[src/rtl/bailey_border_ctrl.sv]
// Border controller for a 7x7 Bailey-style window: sequences raster pixels into
// the row buffers, flushes the pipeline at frame end and drives border mux selects.
module bailey_border_ctrl #(
  parameter int ROW_WIDTH  = 100,
  parameter int COL_HEIGHT = 100,
  parameter int PIX_BIT    = 8,
  parameter int MASK_WIDTH = 7
) (
  input  logic               clk,
  input  logic               reset,
  input  logic [PIX_BIT-1:0] in_pix,
  input  logic               in_valid,
  input  logic               in_sof,
  output logic               in_ready,
  input  logic               hold,
  output logic [PIX_BIT-1:0] data_cu2bufcf,
  output logic               ctrl2buf_valid,
  output logic               sel_top_row,
  output logic [1:0]         sel_btm_row,
  output logic               sel_left_col,
  output logic [1:0]         sel_right_col,
  output logic               win_valid,
  output logic               frame_done
);

  localparam int HALF        = MASK_WIDTH / 2;
  localparam int NPIX        = ROW_WIDTH * COL_HEIGHT;
  localparam int FLUSH_BEATS = HALF * ROW_WIDTH + HALF;
  localparam int TOTAL       = NPIX + FLUSH_BEATS;
  localparam int B_W         = $clog2(TOTAL);
  localparam int CR_W        = $clog2(COL_HEIGHT);
  localparam int CC_W        = $clog2(ROW_WIDTH);

  typedef enum logic [1:0] {S_IDLE, S_RUN, S_FLUSH, S_DONE} state_t;

  state_t             state_q, state_d;
  logic [B_W-1:0]     b_q;
  logic [CR_W-1:0]    cr_q;
  logic [CC_W-1:0]    cc_q;
  logic [PIX_BIT-1:0] data_q;
  logic               vld_q, top_q, left_q, win_q, done_q;
  logic [1:0]         btm_q, right_q;

  logic               beat;
  logic [PIX_BIT-1:0] beat_pix;
  logic               last_pix, last_beat, in_win;
  logic               top_d, left_d;
  logic [1:0]         btm_d, right_d;
  logic [CR_W-1:0]    btm_diff;
  logic [CC_W-1:0]    right_diff;

  assign last_pix  = (b_q == B_W'(NPIX - 1));
  assign last_beat = (b_q == B_W'(TOTAL - 1));
  assign in_win    = (b_q >= B_W'(FLUSH_BEATS));

  always_ff @(posedge clk) begin
    if (!reset) state_q <= S_IDLE;
    else        state_q <= state_d;
  end

  always_comb begin
    state_d = state_q;
    case (state_q)
      S_IDLE:  if (beat) state_d = S_RUN;
      S_RUN:   if (beat && last_pix) state_d = S_FLUSH;
      S_FLUSH: if (beat && last_beat) state_d = S_DONE;
      S_DONE:  state_d = S_IDLE;
      default: state_d = S_IDLE;
    endcase
  end

  // Only an in_sof beat opens a frame; once running, in_sof is plain data.
  always_comb begin
    in_ready = 1'b0;
    beat     = 1'b0;
    beat_pix = '0;
    case (state_q)
      S_IDLE: begin
        in_ready = reset & ~hold;
        beat     = in_valid & in_ready & in_sof;
        beat_pix = in_pix;
      end
      S_RUN: begin
        in_ready = reset & ~hold;
        beat     = in_valid & in_ready;
        beat_pix = in_pix;
      end
      S_FLUSH: beat = reset & ~hold;
      default: ;
    endcase
  end

  // Border selects for the window centred at (cr_q, cc_q); zero while priming.
  always_comb begin
    btm_diff   = cr_q - CR_W'(COL_HEIGHT - HALF - 1);
    right_diff = cc_q - CC_W'(ROW_WIDTH - HALF - 1);
    top_d      = in_win && (cr_q < CR_W'(HALF));
    left_d     = in_win && (cc_q < CC_W'(HALF));
    btm_d      = (in_win && cr_q >= CR_W'(COL_HEIGHT - HALF)) ? btm_diff[1:0] : 2'd0;
    right_d    = (in_win && cc_q >= CC_W'(ROW_WIDTH - HALF)) ? right_diff[1:0] : 2'd0;
  end

  always_ff @(posedge clk) begin
    if (!reset) begin
      b_q     <= '0;
      cr_q    <= '0;
      cc_q    <= '0;
      data_q  <= '0;
      vld_q   <= 1'b0;
      top_q   <= 1'b0;
      left_q  <= 1'b0;
      btm_q   <= 2'd0;
      right_q <= 2'd0;
      win_q   <= 1'b0;
      done_q  <= 1'b0;
    end else begin
      vld_q  <= beat;
      done_q <= (state_q == S_DONE);
      if (beat) begin
        data_q  <= beat_pix;
        win_q   <= in_win;
        top_q   <= top_d;
        left_q  <= left_d;
        btm_q   <= btm_d;
        right_q <= right_d;
        b_q     <= last_beat ? '0 : b_q + 1'b1;
        // Counters return to zero on the final beat, ready for the next frame.
        if (in_win) begin
          if (cc_q == CC_W'(ROW_WIDTH - 1)) begin
            cc_q <= '0;
            cr_q <= (cr_q == CR_W'(COL_HEIGHT - 1)) ? '0 : cr_q + 1'b1;
          end else begin
            cc_q <= cc_q + 1'b1;
          end
        end
      end
    end
  end

  assign data_cu2bufcf  = data_q;
  assign ctrl2buf_valid = vld_q;
  assign sel_top_row    = top_q;
  assign sel_btm_row    = btm_q;
  assign sel_left_col   = left_q;
  assign sel_right_col  = right_q;
  assign win_valid      = win_q;
  assign frame_done     = done_q;

endmodule

[config.mk]
export PLATFORM = sky130hd
export DESIGN_NAME = bailey_border_ctrl
export DESIGN_NICKNAME = d
export VERILOG_FILES = /design/src/rtl/bailey_border_ctrl.sv
export SDC_FILE = /design/constraint.sdc
export NUM_CORES = 1
export LEC_CHECK = 0
export CORE_ASPECT_RATIO = 1.4
export CORE_UTILIZATION = 30
export DETAILED_ROUTE_END_ITERATION = 10
export GPL_TIMING_DRIVEN = 0
export SKIP_LAST_GASP = 1
export SLEW_MARGIN = 20
export SYNTH_ARGS = -nofsm -noshare
export SYNTH_HDL_FRONTEND = slang
export SYNTH_SLANG_ARGS = --single-unit
[constraint.sdc]
create_clock -name clk -period 2.3 [get_ports clk]
set_input_delay 0.46 -clock clk [delete_from_list [all_inputs] [get_ports clk]]
set_output_delay 0.46 -clock clk [all_outputs]
set_load 0.005 [all_outputs]
# Word-level counts from Yosys, hierarchy flattened

Cells that the tools add are included.

Register bits: 47
Latch bits: 0
RAM bits: 0
Memory bits (read-only): 0
Bits of input ports: 13
Output and inout bits: 18
Logic and storage cells: 59
Memories kept: 0

$add $sub $neg: 5
Multiply operators: 0
Divide/modulo/power cells: 0
Magnitude comparators: 5
Eq/ne operators: 10
Shift operators: 0
Multiplexer cells: 12
Bitwise logic cells: 4
Reductions and logical operators: 11

Operator list:

| operator                                                   | number |
|---|---|
| equality test 14 bit, second input constant                | 2 |
| adder 14 x 1 -> 14 bit, second input constant              | 1 |
| adder 7 x 1 -> 7 bit, second input constant                | 2 |
| equality test 7 bit, second input constant                 | 2 |
| >= comparator 14 x 9 -> 1 bit, second input constant       | 1 |
| >= comparator 7 bit, second input constant                 | 2 |
| less-than comparator 7 x 2 -> 1 bit, second input constant | 2 |
| two-way mux 14 bit                                         | 1 |
| two-way mux 7 bit                                          | 2 |
| two-way mux 2 bit                                          | 5 |
| two-way mux 8 bit                                          | 1 |
| one-hot mux 2 bit (4 select lines)                         | 1 |
| logical AND 1 bit                                          | 6 |
| inequality test 2 bit, second input constant               | 3 |
| AND reduction 3 bit                                        | 2 |
| equality test 2 bit, second input constant                 | 2 |
| subtractor 2 x 1 -> 2 bit, second input constant           | 2 |
| bitwise AND 1 bit                                          | 3 |
| one-hot mux 1 bit (3 select lines)                         | 1 |
| equality test 2 x 1 -> 1 bit, second input constant        | 1 |
| logical NOT 2 bit                                          | 1 |
| AND reduction 2 bit                                        | 1 |
| OR reduction 2 bit                                         | 1 |
| two-way mux 1 bit                                          | 1 |
| inverter 1 bit                                             | 1 |

# Logic depth before layout (Yosys ltp)

Gate-level depths: netlist (run 1).

Word-level depth: 8
Depth in mapped cells: 9
Mapped depth without buffers: 8

# Least setup slack after synthesis (run 1)

No wires, ideal clock.

Path type: reg-to-reg
Start: reg state_q[0]
End: reg cr_q[4]
Setup time: 71 ps
Arrival time: 2011 ps
Data required time: 2229 ps
Setup slack: 219 ps
Stages on the path, launching flop included: 7
Path buffers: 0
Clock period less this slack: 2081 ps
Cells stage by stage: dfxtp_1 > ha_1 > or3b_4 > a2111oi_0 > a21bo_2 > or4_1 > a21oi_1

Cells in the longest elaborated chain, start to end: 3
Elaborated cells between the ends (all ways): 5
Those cells by class: 2 x eq/ne; 1 x mux; 2 x reduce/logical

Ends and longest elaborated chain:

| element                                     | RTL line | text |
|---|---|---|
| from (decl)                                 | 36       | `state_t state_q, state_d;` |
| from (signal assigned)                      | 58       | `else state_q <= state_d;` |
| equality test 2 bit (tied with other cells) | 77       | `case (state_q)` |
| one-hot mux 1 bit (3 select lines) (*)      | 77       |  |
| AND reduction 3 bit (no line) (*)           | n/a      |  |
| to (signal assigned)                        | 131      | `cr_q <= (cr_q == CR_W'(COL_HEIGHT - 1)) ? '0 : cr_q + 1'b1;` |
| to (decl)                                   | 38       | `logic [CR_W-1:0] cr_q;` |

Every way passes the cells marked *; elsewhere a longest branch is shown, timed or not.
A chain may end at the register's enable or synchronous reset.

# Worst setup path in the final report (run 1)

Start: in hold
End: reg cr_q[4]

Cells in the longest elaborated chain, start to end: 6

Ends and longest elaborated chain:

| element                                | RTL line   | text |
|---|---|---|
| from (decl)                            | 15         | `input logic hold,` |
| inverter 1 bit (*)                     | 79, 84, 88 |  |
| bitwise AND 1 bit (*)                  | 79, 84, 88 |  |
| bitwise AND 1 bit                      | 80, 85     |  |
| bitwise AND 1 bit                      | 80         | `beat = in_valid & in_ready & in_sof;` |
| one-hot mux 1 bit (3 select lines) (*) | 77         |  |
| AND reduction 3 bit (no line) (*)      | n/a        |  |

Marks and branches as above.

==> reports/metrics.yaml, run 1 <==
synth:
  yosys_register_bits: 47
  syn_inst: 260
  ys_async_sr_fraction: 0
  ys.flop_type: "dfxtp_1"
  synth_edf_count: 0
  syn-cell-area_sq_um: 2237
  synthesis.nets: 284
  ys_seq_area_frac: 0.4206
  yosys_warnings: 0
  synth_cell_types: 45
  syn_avg_cell_area_sq_um: 8.604
clock_tree:
  cts_hold_buf: 0
  cts.htree.levels: 2
  clock-sinks: 47
  clkTransAtPathRegs_ps: 90
  clockBufferDepth: 2
  clock_latency_ps: 300
  cts_inserted_buffers: 5
  cts_tree: "built"
  root_buffer: "clkbuf_8"
finish:
  antenna_cells: 0
  fillers: 726
  layoutNonFillerInstCount: 393
  layout_common_cells: "dfxtp_1 (45), nand2_1 (30), nand3_1 (30), nor2_1 (28), clkdlybuf4s50_1 (28)"
  multi_input_area_sq_um: 1240
  area_delta_synth_final_pct: 24.55
  seqCellArea_sq_um: 943.4
  design_area_sq_um: 2786
  mostFrequentLayoutCell: "dfxtp_1"
  final_nets: 321
  layout-drive-gt1-share: 0.1040
route:
  num_vias: 1909
  via_per_inst: 4.858
  drtIter0Drc: 82
  route.detailed.drc: 0
  wl_mm: 5.045
  first_pass_iters: 5
  antenna_left: 0
  wl_per_cell_um: 12.84
critical_path:
  timing.rr.start: "state_q[0]"
  cp-start-kind: "input pin"
  critPathMaxFanout: 6
  reg2regPathDepth: 6
  crit_chain: "clkdlybuf4s50_1 > or3b_4 > a2111oi_1 > a21bo_2 > or4_1 > a21oi_1"
  required_ps: 2540
  critPathMaxStageDelay_ps: 470
  arrival_ps: 2470
  critPathCaptureType: "flop"
  cp_slowest_cell: "or4_1"
  reg2reg_slack_ps: 80
  worstSetupPathType: "input pin to flop"
  crit-reg2reg-capture: "cr_q[4]"
sta:
  slew_viol_final: 0
  min_period_over_period: 0.9673
  tightest_slew_ps: 736.6
  rsz0062_at_grt: "true"
  finalSetupViolCount: 0
  fin_tns_setup_ps: 0
  timing.fmax_mhz: 449.5
  maxSlewHeadroom: 0.5048
  hold_viol_final: 0
  fin_skew_ps: 9.753
  hold_ws_ps: 458.7
  min_period_ps: 2225
placed_design:
  placed_cells: 385
  place_hpwl_mm: 3.792
  io_buffer_count: 30
  gp_congestion: 0.8319
  place_area_sq_um: 2656
min_path:
  hold_path.class: "flop to flop"
  hp-start: "data_cu2bufcf[0]"
  hold_depth: 2
  min_to: "data_cu2bufcf[0]"
global_routing:
  grt_max_degree: 16
  grt_pass1_vias: 1831
  gr-usage-all-layers: 0.1379
  antenna_found_initial: 0
  grt-ovfl-total: 0
  grt_pass1_wl_mm: 8.411
floorplanning:
  core.rowCount: 36
  fp.dieH_um: 104.2
  start_util: 0.3163
  pin_count: 31
  dieWidth_um: 74.99
  core-area_sq_um: 7072
  die_area_sq_um: 7812
run_status:
  outcome: "completed"
power:
  p_leak_uw: 0.001007
  p_total_uw: 1723
  powerDensity_nw_per_um2: 618.4
  max-vdd-ir-drop_v: 0.0002296
run:
  cap_violations: 0
routing by layer:
| layer | vias to the layer above | part of all wire | GRT usage | routed length, um |
|---|---|---|---|---|
| met4 | 0 | 0.020 | 0.05660 | 102 |
| met5 | - | 0 | 0 | 0 |
| met3 | 9 | 0.018 | 0.02422 | 91 |
| li1 | 983 | - | - | - |
| met1 | 902 | 0.42 | 0.1532 | 2133 |
| met2 | 15 | 0.54 | 0.2477 | 2717 |
stage by stage:
step | utilization | worst slack [ps]
after floorplan | - | 218.7
after global placement | 0.3756 | -519.4
after detailed placement | 0.3756 | -534.4
after CTS | 0.3907 | -123.7
after global routing | 0.3940 | -30.97
final | 0.3940 | 75.10
registers in the layout (all words and copies together) (netlist names):
signal and flops:
b_q 14, data_cu2bufcf 8, cc_q 7, cr_q 7
sel_btm_row 2, sel_right_col 2, state_q 2, ctrl2buf_valid 1
frame_done 1, sel_left_col 1, sel_top_row 1, win_valid 1
power breakdown:
part           internal [uW]  switching (uW)
registers                851            25.3
clock network            246             292
logic                    141             167
total                   1240             485
logic make-up (layout without fill, tap and decap cells):
logic type / after synthesis / in the layout / share of synthesized area
muxes: 3 / 3 / 0.01342
buffers and inverters: 20 / 58 / 0.03467
adders and majority gates: 11 / 11 / 0.06152
and+or+nand+nor: 121 / 121 / 0.2662
DFF: 47 / 47 / 0.4206
xor gates and xnor gates: 17 / 17 / 0.06656
AOI/OAI and AO/OA: 41 / 41 / 0.1370
what timing repair did:
item	4_1_cts	5_1_grt
setup endpoints to repair	26	16
setup buffers	1	0
gates resized for setup	4	8
worst max-delay path, delay by kind of cell:
family / cells / cell delay, ps
buffers and inverters: 1 / 420
AOI/OAI and AO/OA: 3 / 690
and+or+nand+nor: 2 / 900
final cells by class:
class                           count  area share
Tap cell                           95     0.04266
Multi-Input combinational cell    193      0.4450
Clock buffer                        6     0.02964
Timing Repair Buffer               31      0.1109
Buffer                              8     0.01257
Clock inverter                      2    0.005837
Sequential cell                    47      0.3386
Inverter                           11     0.01482
cell usage after synthesis, drive strengths merged (2+ instances only):
| library cell | n | area [sq um] |
|---|---|---|
| a2111oi | 3 | 32.53 |
| and2 | 3 | 18.77 |
| or3b | 2 | 20.02 |
| inv | 11 | 41.29 |
| or4 | 2 | 15.01 |
| o21bai | 2 | 15.01 |
| dfxtp | 47 | 940.9 |
| a22oi | 2 | 15.01 |
| nor4 | 2 | 18.77 |
| nor3 | 3 | 15.01 |
| nand4 | 6 | 37.54 |
| a21oi | 9 | 56.31 |
| buf | 5 | 21.27 |
| clkbuf | 4 | 15.01 |
| o21ai | 7 | 35.03 |
| ha | 11 | 137.6 |
| nand3 | 31 | 155.2 |
| mux2i | 3 | 30.03 |
| and3 | 5 | 31.28 |
| a31o | 2 | 17.52 |
| or2 | 3 | 18.77 |
| a211oi | 7 | 52.55 |
| nor2 | 28 | 105.1 |
| nand2 | 30 | 112.6 |
| a32oi | 2 | 17.52 |
| xnor2 | 9 | 78.83 |
| xor2 | 8 | 70.07 |
worst max path at each step:
stage                    start  cells past startpoint        to
global route        state_q[0]                      6   cr_q[4]
global placement         reset                      8    b_q[8]
CTS                 state_q[0]                      5  in_ready
finish                    hold                      6   cr_q[4]
detailed placement       reset                      8    b_q[6]
floorplan           state_q[0]                      6   cr_q[4]
Note: power is estimated with default switching activity, not from simulation.
==> run 2, diff against run 1 <==
CTS_CLUSTER_DIAMETER = 120   (was default)
==> results of run 2 <==
No change in the layout: final DEF, timing and power equal those of run 1.
